[src/rtl/axi_lite_master.sv]
`default_nettype none
// +----------------------------------------------------------------------------+
// | Module      : axi_lite_master                                              |
// | Description : AXI4-Lite initiator. Accepts one command at a time on a      |
// |               valid/ready command port, runs the matching AXI4-Lite write  |
// |               (AW+W, then B) or read (AR, then R) and presents the result  |
// |               on a valid/ready response port. All outputs are registered.  |
// |               Optional response-wait timeout: define AXIM_TIMEOUT_EN.      |
// | Revision    : 1.0 - initial release                                        |
// +----------------------------------------------------------------------------+
module axi_lite_master #(
    parameter int AXI_DATA_WIDTH    = 32,
    parameter int AXI_ADDRESS_WIDTH = 4,
    parameter int TIMEOUT_CYCLES    = 256
) (
    input  logic                            M_AXI_ACLK,
    input  logic                            M_AXI_ARESETN,
    // command port
    input  logic                            cmd_valid,
    output logic                            cmd_ready,
    input  logic                            cmd_write,
    input  logic [AXI_ADDRESS_WIDTH-1:0]    cmd_addr,
    input  logic [AXI_DATA_WIDTH-1:0]       cmd_wdata,
    input  logic [AXI_DATA_WIDTH/8-1:0]     cmd_wstrb,
    // response port
    output logic                            rsp_valid,
    input  logic                            rsp_ready,
    output logic [AXI_DATA_WIDTH-1:0]       rsp_rdata,
    output logic [1:0]                      rsp_resp,
    output logic                            rsp_timeout,
    // write address channel
    output logic [AXI_ADDRESS_WIDTH-1:0]    M_AXI_AWADDR,
    output logic                            M_AXI_AWVALID,
    input  logic                            M_AXI_AWREADY,
    // write data channel
    output logic [AXI_DATA_WIDTH-1:0]       M_AXI_WDATA,
    output logic [AXI_DATA_WIDTH/8-1:0]     M_AXI_WSTRB,
    output logic                            M_AXI_WVALID,
    input  logic                            M_AXI_WREADY,
    // write response channel
    input  logic [1:0]                      M_AXI_BRESP,
    input  logic                            M_AXI_BVALID,
    output logic                            M_AXI_BREADY,
    // read address channel
    output logic [AXI_ADDRESS_WIDTH-1:0]    M_AXI_ARADDR,
    output logic                            M_AXI_ARVALID,
    input  logic                            M_AXI_ARREADY,
    // read data channel
    input  logic [AXI_DATA_WIDTH-1:0]       M_AXI_RDATA,
    input  logic [1:0]                      M_AXI_RRESP,
    input  logic                            M_AXI_RVALID,
    output logic                            M_AXI_RREADY
);

    localparam int c_STRB_WIDTH = AXI_DATA_WIDTH / 8;

    typedef enum logic [2:0] {
        S_IDLE    = 3'd0,
        S_WR_REQ  = 3'd1,
        S_WR_RESP = 3'd2,
        S_RD_REQ  = 3'd3,
        S_RD_DATA = 3'd4,
        S_RSP     = 3'd5
    } state_t;

    state_t                         r_state,       w_state_nx;
    logic                           r_cmd_ready,   w_cmd_ready_nx;
    logic                           r_awvalid,     w_awvalid_nx;
    logic [AXI_ADDRESS_WIDTH-1:0]   r_awaddr,      w_awaddr_nx;
    logic                           r_wvalid,      w_wvalid_nx;
    logic [AXI_DATA_WIDTH-1:0]      r_wdata,       w_wdata_nx;
    logic [c_STRB_WIDTH-1:0]        r_wstrb,       w_wstrb_nx;
    logic                           r_aw_done,     w_aw_done_nx;
    logic                           r_w_done,      w_w_done_nx;
    logic                           r_bready,      w_bready_nx;
    logic                           r_arvalid,     w_arvalid_nx;
    logic [AXI_ADDRESS_WIDTH-1:0]   r_araddr,      w_araddr_nx;
    logic                           r_rready,      w_rready_nx;
    logic                           r_rsp_valid,   w_rsp_valid_nx;
    logic [AXI_DATA_WIDTH-1:0]      r_rsp_rdata,   w_rsp_rdata_nx;
    logic [1:0]                     r_rsp_resp,    w_rsp_resp_nx;
    logic                           r_rsp_timeout, w_rsp_timeout_nx;
    logic                           w_expired;

`ifdef AXIM_TIMEOUT_EN
    localparam int                      c_TIMER_WIDTH = $clog2(TIMEOUT_CYCLES + 1);
    localparam logic [c_TIMER_WIDTH-1:0] c_TIMER_LAST = c_TIMER_WIDTH'(TIMEOUT_CYCLES - 1);

    logic [c_TIMER_WIDTH-1:0] r_timer;

    // Count cycles spent waiting for B/R; cleared whenever not waiting so each wait starts at zero
    always_ff @(posedge M_AXI_ACLK) begin
        if (!M_AXI_ARESETN) begin
            r_timer <= '0;
        end else if ((r_state == S_WR_RESP) || (r_state == S_RD_DATA)) begin
            r_timer <= r_timer + c_TIMER_WIDTH'(1);
        end else begin
            r_timer <= '0;
        end
    end

    assign w_expired = (r_timer == c_TIMER_LAST);
`else
    logic w_unused_timeout_cfg;

    assign w_unused_timeout_cfg = ^TIMEOUT_CYCLES;
    assign w_expired            = 1'b0;
`endif

    // Next-state and next-output decode; every register holds unless a transition changes it
    always_comb begin
        w_state_nx       = r_state;
        w_cmd_ready_nx   = r_cmd_ready;
        w_awvalid_nx     = r_awvalid;
        w_awaddr_nx      = r_awaddr;
        w_wvalid_nx      = r_wvalid;
        w_wdata_nx       = r_wdata;
        w_wstrb_nx       = r_wstrb;
        w_aw_done_nx     = r_aw_done;
        w_w_done_nx      = r_w_done;
        w_bready_nx      = r_bready;
        w_arvalid_nx     = r_arvalid;
        w_araddr_nx      = r_araddr;
        w_rready_nx      = r_rready;
        w_rsp_valid_nx   = r_rsp_valid;
        w_rsp_rdata_nx   = r_rsp_rdata;
        w_rsp_resp_nx    = r_rsp_resp;
        w_rsp_timeout_nx = r_rsp_timeout;

        case (r_state)
            S_IDLE: begin
                // cmd_ready comes up one cycle after reset release or response handshake
                w_cmd_ready_nx = 1'b1;
                if (cmd_valid && r_cmd_ready) begin
                    w_cmd_ready_nx = 1'b0;
                    if (cmd_write) begin
                        w_awaddr_nx  = cmd_addr;
                        w_wdata_nx   = cmd_wdata;
                        w_wstrb_nx   = cmd_wstrb;
                        w_awvalid_nx = 1'b1;
                        w_wvalid_nx  = 1'b1;
                        w_aw_done_nx = 1'b0;
                        w_w_done_nx  = 1'b0;
                        w_state_nx   = S_WR_REQ;
                    end else begin
                        w_araddr_nx  = cmd_addr;
                        w_arvalid_nx = 1'b1;
                        w_state_nx   = S_RD_REQ;
                    end
                end
            end
            S_WR_REQ: begin
                // AW and W complete independently, in any order
                if (r_awvalid && M_AXI_AWREADY) begin
                    w_awvalid_nx = 1'b0;
                    w_aw_done_nx = 1'b1;
                end
                if (r_wvalid && M_AXI_WREADY) begin
                    w_wvalid_nx = 1'b0;
                    w_w_done_nx = 1'b1;
                end
                if (w_aw_done_nx && w_w_done_nx) begin
                    w_bready_nx = 1'b1;
                    w_state_nx  = S_WR_RESP;
                end
            end
            S_WR_RESP: begin
                // A real B on the expiry cycle takes priority over the timeout
                if (M_AXI_BVALID) begin
                    w_bready_nx      = 1'b0;
                    w_rsp_resp_nx    = M_AXI_BRESP;
                    w_rsp_rdata_nx   = '0;
                    w_rsp_timeout_nx = 1'b0;
                    w_rsp_valid_nx   = 1'b1;
                    w_state_nx       = S_RSP;
                end else if (w_expired) begin
                    w_bready_nx      = 1'b0;
                    w_rsp_resp_nx    = 2'b10;
                    w_rsp_rdata_nx   = '0;
                    w_rsp_timeout_nx = 1'b1;
                    w_rsp_valid_nx   = 1'b1;
                    w_state_nx       = S_RSP;
                end
            end
            S_RD_REQ: begin
                if (r_arvalid && M_AXI_ARREADY) begin
                    w_arvalid_nx = 1'b0;
                    w_rready_nx  = 1'b1;
                    w_state_nx   = S_RD_DATA;
                end
            end
            S_RD_DATA: begin
                if (M_AXI_RVALID) begin
                    w_rready_nx      = 1'b0;
                    w_rsp_resp_nx    = M_AXI_RRESP;
                    w_rsp_rdata_nx   = M_AXI_RDATA;
                    w_rsp_timeout_nx = 1'b0;
                    w_rsp_valid_nx   = 1'b1;
                    w_state_nx       = S_RSP;
                end else if (w_expired) begin
                    w_rready_nx      = 1'b0;
                    w_rsp_resp_nx    = 2'b10;
                    w_rsp_rdata_nx   = '0;
                    w_rsp_timeout_nx = 1'b1;
                    w_rsp_valid_nx   = 1'b1;
                    w_state_nx       = S_RSP;
                end
            end
            S_RSP: begin
                if (rsp_ready) begin
                    w_rsp_valid_nx = 1'b0;
                    w_cmd_ready_nx = 1'b1;
                    w_state_nx     = S_IDLE;
                end
            end
            default: begin
                w_state_nx = S_IDLE;
            end
        endcase
    end

    // State and output registers; reset abandons any transaction in flight
    always_ff @(posedge M_AXI_ACLK) begin
        if (!M_AXI_ARESETN) begin
            r_state       <= S_IDLE;
            r_cmd_ready   <= 1'b0;
            r_awvalid     <= 1'b0;
            r_awaddr      <= '0;
            r_wvalid      <= 1'b0;
            r_wdata       <= '0;
            r_wstrb       <= '0;
            r_aw_done     <= 1'b0;
            r_w_done      <= 1'b0;
            r_bready      <= 1'b0;
            r_arvalid     <= 1'b0;
            r_araddr      <= '0;
            r_rready      <= 1'b0;
            r_rsp_valid   <= 1'b0;
            r_rsp_rdata   <= '0;
            r_rsp_resp    <= 2'b00;
            r_rsp_timeout <= 1'b0;
        end else begin
            r_state       <= w_state_nx;
            r_cmd_ready   <= w_cmd_ready_nx;
            r_awvalid     <= w_awvalid_nx;
            r_awaddr      <= w_awaddr_nx;
            r_wvalid      <= w_wvalid_nx;
            r_wdata       <= w_wdata_nx;
            r_wstrb       <= w_wstrb_nx;
            r_aw_done     <= w_aw_done_nx;
            r_w_done      <= w_w_done_nx;
            r_bready      <= w_bready_nx;
            r_arvalid     <= w_arvalid_nx;
            r_araddr      <= w_araddr_nx;
            r_rready      <= w_rready_nx;
            r_rsp_valid   <= w_rsp_valid_nx;
            r_rsp_rdata   <= w_rsp_rdata_nx;
            r_rsp_resp    <= w_rsp_resp_nx;
            r_rsp_timeout <= w_rsp_timeout_nx;
        end
    end

    assign cmd_ready     = r_cmd_ready;
    assign rsp_valid     = r_rsp_valid;
    assign rsp_rdata     = r_rsp_rdata;
    assign rsp_resp      = r_rsp_resp;
    assign rsp_timeout   = r_rsp_timeout;
    assign M_AXI_AWADDR  = r_awaddr;
    assign M_AXI_AWVALID = r_awvalid;
    assign M_AXI_WDATA   = r_wdata;
    assign M_AXI_WSTRB   = r_wstrb;
    assign M_AXI_WVALID  = r_wvalid;
    assign M_AXI_BREADY  = r_bready;
    assign M_AXI_ARADDR  = r_araddr;
    assign M_AXI_ARVALID = r_arvalid;
    assign M_AXI_RREADY  = r_rready;

endmodule
`default_nettype wire
[config.mk]
export PLATFORM = sky130hd
export DESIGN_NAME = axi_lite_master
export DESIGN_NICKNAME = d
export VERILOG_FILES = /design/src/rtl/axi_lite_master.sv
export SDC_FILE = /design/constraint.sdc
export NUM_CORES = 1
export LEC_CHECK = 0
export ABC_AREA = 1
export BUFFER_PORTS_ARGS = -buffer_cell sky130_fd_sc_hd__buf_2
export CAP_MARGIN = 20
export CORE_MARGIN = 2
export CORE_UTILIZATION = 30
export CTS_CLUSTER_SIZE = 16
export DETAILED_ROUTE_END_ITERATION = 8
export HOLD_SLACK_MARGIN = 0.12
export PLACE_DENSITY = 0.63
export SYNTH_ARGS = -nofsm -noshare
export SYNTH_HDL_FRONTEND = slang
export SYNTH_SLANG_ARGS = --single-unit
[constraint.sdc]
create_clock -name M_AXI_ACLK -period 3.14 [get_ports M_AXI_ACLK]
set_input_delay 0.314 -clock M_AXI_ACLK [delete_from_list [all_inputs] [get_ports M_AXI_ACLK]]
set_output_delay 0.314 -clock M_AXI_ACLK [all_outputs]
set_load 0.005 [all_outputs]
After elaboration in Yosys (flattened, before gate mapping)
Cells that the tools add are included.
- bits of input ports: 86
- output and inout port bits: 86
- register bits after elaboration: 91
- muxes and demuxes: 46
- equal/unequal tests: 15
- reduce and logical (&&, ||, !) cells: 25
- bitwise operators: 1
- operator list (kind ; number):
    $mux W32 ; 2
    $pmux W32 S2 ; 1
    $mux W1 ; 22
    $ne A2 B2 Y1 const B ; 10
    $mux W3 ; 6
    $pmux W1 S2 ; 9
    $pmux W3 S6 ; 1
    $reduce_and A3 Y1 ; 6
    $reduce_and A4 Y1 ; 4
    $reduce_bool A2 Y1 ; 6
    $eq A3 B2 Y1 const B ; 2
    $eq A3 B3 Y1 const B ; 2
    $mux W2 ; 3
    $reduce_and A6 Y1 ; 1
    $logic_and A1 B1 Y1 ; 5
    $pmux W2 S2 ; 1
    $eq A3 B1 Y1 const B ; 1
    $logic_not A3 Y1 ; 1
    $pmux W1 S3 ; 1
    $reduce_bool A3 Y1 ; 1
    $reduce_and A2 Y1 ; 1
    $not A1 Y1 ; 1

Depth between registers and ports, before layout
- word-level depth: 6
- mapped depth: 10

Worst setup path before layout
Ideal clock, no wire load.
- path kind: reg-to-reg
- start: reg r_state[2]
- end: reg r_rsp_rdata[10] (netlist: rsp_rdata[10])
- clock period less this slack: 1.397 ns
- stages on the path, launching flop included: 10
- buffers on the path: 2
- path slack: 1.743 ns
- setup time: 0.141 ns
- data arrival time: 1.256 ns
- cell sequence: dfxtp_1 -> buf_2 -> nand2_2 -> nor2_4 -> nand2_4 -> nand3_4 -> buf_2 -> nand2_1 -> inv_2 -> nor3_2
- word-level cells in the longest chain between the ends: 3
- elaborated cells on any way between the ends: 7
- classes of those cells: eq/ne (4); mux (1); reduce/logical (2)
- ends and longest elaborated chain (what ; RTL line ; text):
    start, declared ; 66 ; state_t r_state, w_state_nx;
    start signal, assigned ; 243 ; r_state <= w_state_nx;
    $eq A3 B3 Y1 / $eq A3 B2 Y1 (equally long branches) ; 130 ; case (r_state)
    $ne A2 B2 Y1 (no line) / $reduce_bool A2 Y1 (equally long branches) ; -- ;
    $reduce_and A3 Y1 (no line) ; -- ;
    end signal, assigned ; 257 ; r_rsp_rdata <= w_rsp_rdata_nx;
    end, declared ; 80 ; logic [AXI_DATA_WIDTH-1:0] r_rsp_rdata, w_rsp_rdata_nx;
Several ways; a longest one is shown, not always the timed one.
A chain may end at the register's enable or synchronous reset.

Worst setup path after layout
- start: reg r_state[2]
- end: reg r_rsp_rdata[11] (netlist: rsp_rdata[11])
The elaborated chain is that of the path after synthesis.

==> results.py <==
metrics = {
    "status": {
        "status": "finished, violations left",
        "violations": "DRC",
    },
    "synth": {
        "synth_xor_area_frac": 0,
        "synth_compound_gate_area_share": 0.147,
        "syn_inst": 467,
        "syn-num-nets": 553,
        "ys_ff_latch": 90,
        "synth-simple-area-share": 0.258,
        "yosysSeqAreaShare": 0.505,
        "synth_top_family_by_area": "simple AND/OR/NAND/NOR gates",
        "yosys.area_share.adder": 0,
        "synth_mux_area_frac": 0,
        "netlist_area_mm2": 0.00357,
        "ys_types": 25,
        "ys_warn_count": 0,
        "avgSynthCellArea_um2": 7.64,
    },
    "finish": {
        "multi_input_area_mm2": 0.00145,
        "nets": 709,
        "utilization": 0.415,
        "diodes": 0,
        "drive_gt1_frac": 0.348,
        "final_cells": 770,
        "nFillCells": 1218,
        "regArea_mm2": 0.00180,
        "area_growth_pct": 33.9,
    },
    "clock_network": {
        "numCtsBuffers": 9,
        "cts.sinks": 90,
        "cts_tree": "done",
        "clk_pin_slew_ns": 0.06,
        "cts_max_level": 3,
        "clockRootBuffer": "clkbuf_16",
        "ctsResizeCount": 0,
        "clockBufferDepth": 2,
        "clock_latency_ns": 0.34,
        "postCtsSetupBuffers": 0,
        "holdBufCountCts": 0,
    },
    "hold_path": {
        "hp-class": "primary input to register",
    },
    "global_routing": {
        "antenna_found_initial": 1,
        "grtUsageMet1": 0.176,
        "grt-ovfl-total": 0,
        "grt_pass1_wl_um": 15800,
        "grt_max_degree": 54,
        "grt_use_met2": 0.255,
        "grt_pass1_vias": 3494,
        "grt_usage": 0.153,
        "grt_busiest_layer": "met2",
        "met3_usage": 0.0595,
    },
    "setup_path": {
        "cp.required_ns": 3.34,
        "endpoint_kind": "register",
        "critPathKind": "register to register",
        "worstPathMaxFanout": 53,
        "startpoint_type": "register",
        "cp.arrival_ns": 2.20,
    },
    "sta": {
        "worstMarginPinSlew_ns": 0.749,
        "max_freq_mhz": 500,
        "fin_crit_sh": 0.638,
        "relSlewSlack": 0.500,
        "rsz0062_at_grt": "false",
        "setup_viol": 0,
        "clock_skew_ns": 0.00569,
        "fin_tns_setup_ns": 0,
        "maxSlewViolCount": 0,
        "min_period_ns": 2.00,
        "timing.hold.ws_ns": 0.198,
        "hold_viol_final": 0,
    },
    "power_and_ir_drop": {
        "pwr-share-comb": 0.311,
        "ir_worst_vdd_uv": 269,
        "power_density_mw_per_mm2": 787,
        "leakage_nw": 2.51,
        "p_int_mw": 2.49,
        "seq_power_share": 0.392,
        "power.clock.fraction": 0.296,
        "sw_frac_of_total": 0.338,
        "p_sw_mw": 1.27,
    },
    "routing": {
        "wire_per_inst_um": 12.5,
        "dr.pass1.iters": 7,
        "vias_per_cell": 4.54,
        "routed_wl_um": 9630,
        "drtIter0Drc": 206,
        "antenna_left": 0,
        "num_vias": 3497,
        "drc_errors": 13,
    },
    "floorplanning": {
        "ioPinCount": 172,
        "initial_core_util": 0.310,
        "coreArea_mm2": 0.0115,
        "die_h_um": 113,
        "num_rows": 39,
        "die-width_um": 113,
        "dieArea_mm2": 0.0128,
    },
    "place": {
        "dp.cells": 755,
        "dp_hpwl_um": 6800,
        "portBuffers": 170,
        "gp_congestion": 0.817,
    },
    "run": {
        "maxCapViolations": 0,
    },
}
-- final timing paths --
path | from | end | slack (ns) | cells after the start
worst max-delay path | r_state[2]$_SDFFE_PN0P_ | rsp_rdata[11]$_SDFFE_PN0P_ | 1.14 | 7
worst min-delay path | cmd_wdata[15] | M_AXI_WDATA[15]$_SDFFE_PN0P_ | 0.20 | 3
worst max register to register | r_state[2]$_SDFFE_PN0P_ | rsp_rdata[11]$_SDFFE_PN0P_ | 1.14 | 7
worst min register to register | r_w_done$_SDFFE_PN0P_ | r_w_done$_SDFFE_PN0P_ | 0.46 | 2
-- registers in the layout (all words and copies together) (netlist names) --
name           cells
M_AXI_WDATA       32
rsp_rdata         32
M_AXI_ARADDR       4
M_AXI_AWADDR       4
M_AXI_WSTRB        4
r_state            3
rsp_resp           2
M_AXI_ARVALID      1
M_AXI_AWVALID      1
M_AXI_BREADY       1
M_AXI_RREADY       1
M_AXI_WVALID       1
cmd_ready          1
r_aw_done          1
r_w_done           1
rsp_valid          1
-- metal layers --
metal / vias to the layer above / part of all wire
li1: 1796 / -
met1: 1544 / 0.42
met2: 138 / 0.46
met3: 17 / 0.098
met4: 2 / 0.018
met5: - / 0.0011
-- power by group through the flow --
stage          sequential (mW)  combinational [mW]  clock (mW)
3_3_place_gp              1.49                1.13           0
3_5_place_dp              1.50                1.18           0
5_1_grt                   1.50                1.34        1.19
6_report                  1.48                1.17        1.12
4_1_cts                   1.48                1.18        1.15
2_1_floorplan             1.49               0.821           0
-- area by class of cell --
| cell class | count | area share |
|---|---|---|
| tap | 143 | 0.0374 |
| timing repair buffer | 172 | 0.181 |
| sequential | 90 | 0.377 |
| clock inverter | 3 | 0.0136 |
| clock buffer | 12 | 0.0495 |
| inverter | 49 | 0.0385 |
| multi-input combinational | 301 | 0.303 |
-- per-stage QoR --
step | power [mW] | worst slack [ns] | instance area (µm²)
2_1_floorplan | 2.31 | 1.74 | 3570
3_3_place_gp | 2.62 | 1.24 | 4480
3_5_place_dp | 2.67 | 1.13 | 4480
4_1_cts | 3.81 | 1.12 | 4780
5_1_grt | 4.04 | 0.903 | 4780
6_report | 3.76 | 1.14 | 4780
-- logic make-up after synthesis --
group,count (synthesis)
and+or+nand+nor,204
AOI/OAI and AO/OA,96
DFF,90
buffers and inverters,76
other,1
-- cell usage in the layout (no fill, tap or decap), drive strengths merged --
cell,count
nor2,123
clkbuf,12
nand4,2
clkinv,1
o21ai,52
nor3,19
inv,49
bufinv,2
conb,1
nand2,52
nand3,8
dfxtp,90
a21oi,26
a31oi,2
buf,172
a22oi,16
-- cells in the mapped netlist --
cell	count	area share
nand3_4	1	0.0049
inv_2	14	0.015
o21ai_0	50	0.070
nand4_1	2	0.0035
nor2_4	2	0.0063
nor3_2	13	0.036
buf_2	12	0.017
dfxtp_1	90	0.50
nand2_2	1	0.0018
conb_1	1	0.0011
clkbuf_1	9	0.0095
nand3_1	7	0.0098
nand2_4	1	0.0032
nand2_1	50	0.053
nor2_1	120	0.13
a31oi_1	2	0.0035
inv_1	35	0.037
a22oi_1	16	0.034
buf_1	1	0.0011
a21oi_1	26	0.036
buf_4	5	0.011
nor3_1	5	0.0070
nor2_2	1	0.0018
o21ai_1	2	0.0028
nor3_4	1	0.0046
-- critical path, cell delays in order, from the launching register on --
cell	delay [ns]
dfxtp_1	0.53
nand2_2	0.14
nor2_4	0.39
nand2_4	0.11
nand3_4	0.41
nand2_1	0.14
inv_2	0.08
nor3_2	0.04
Note: power is estimated with default switching activity, not from simulation.
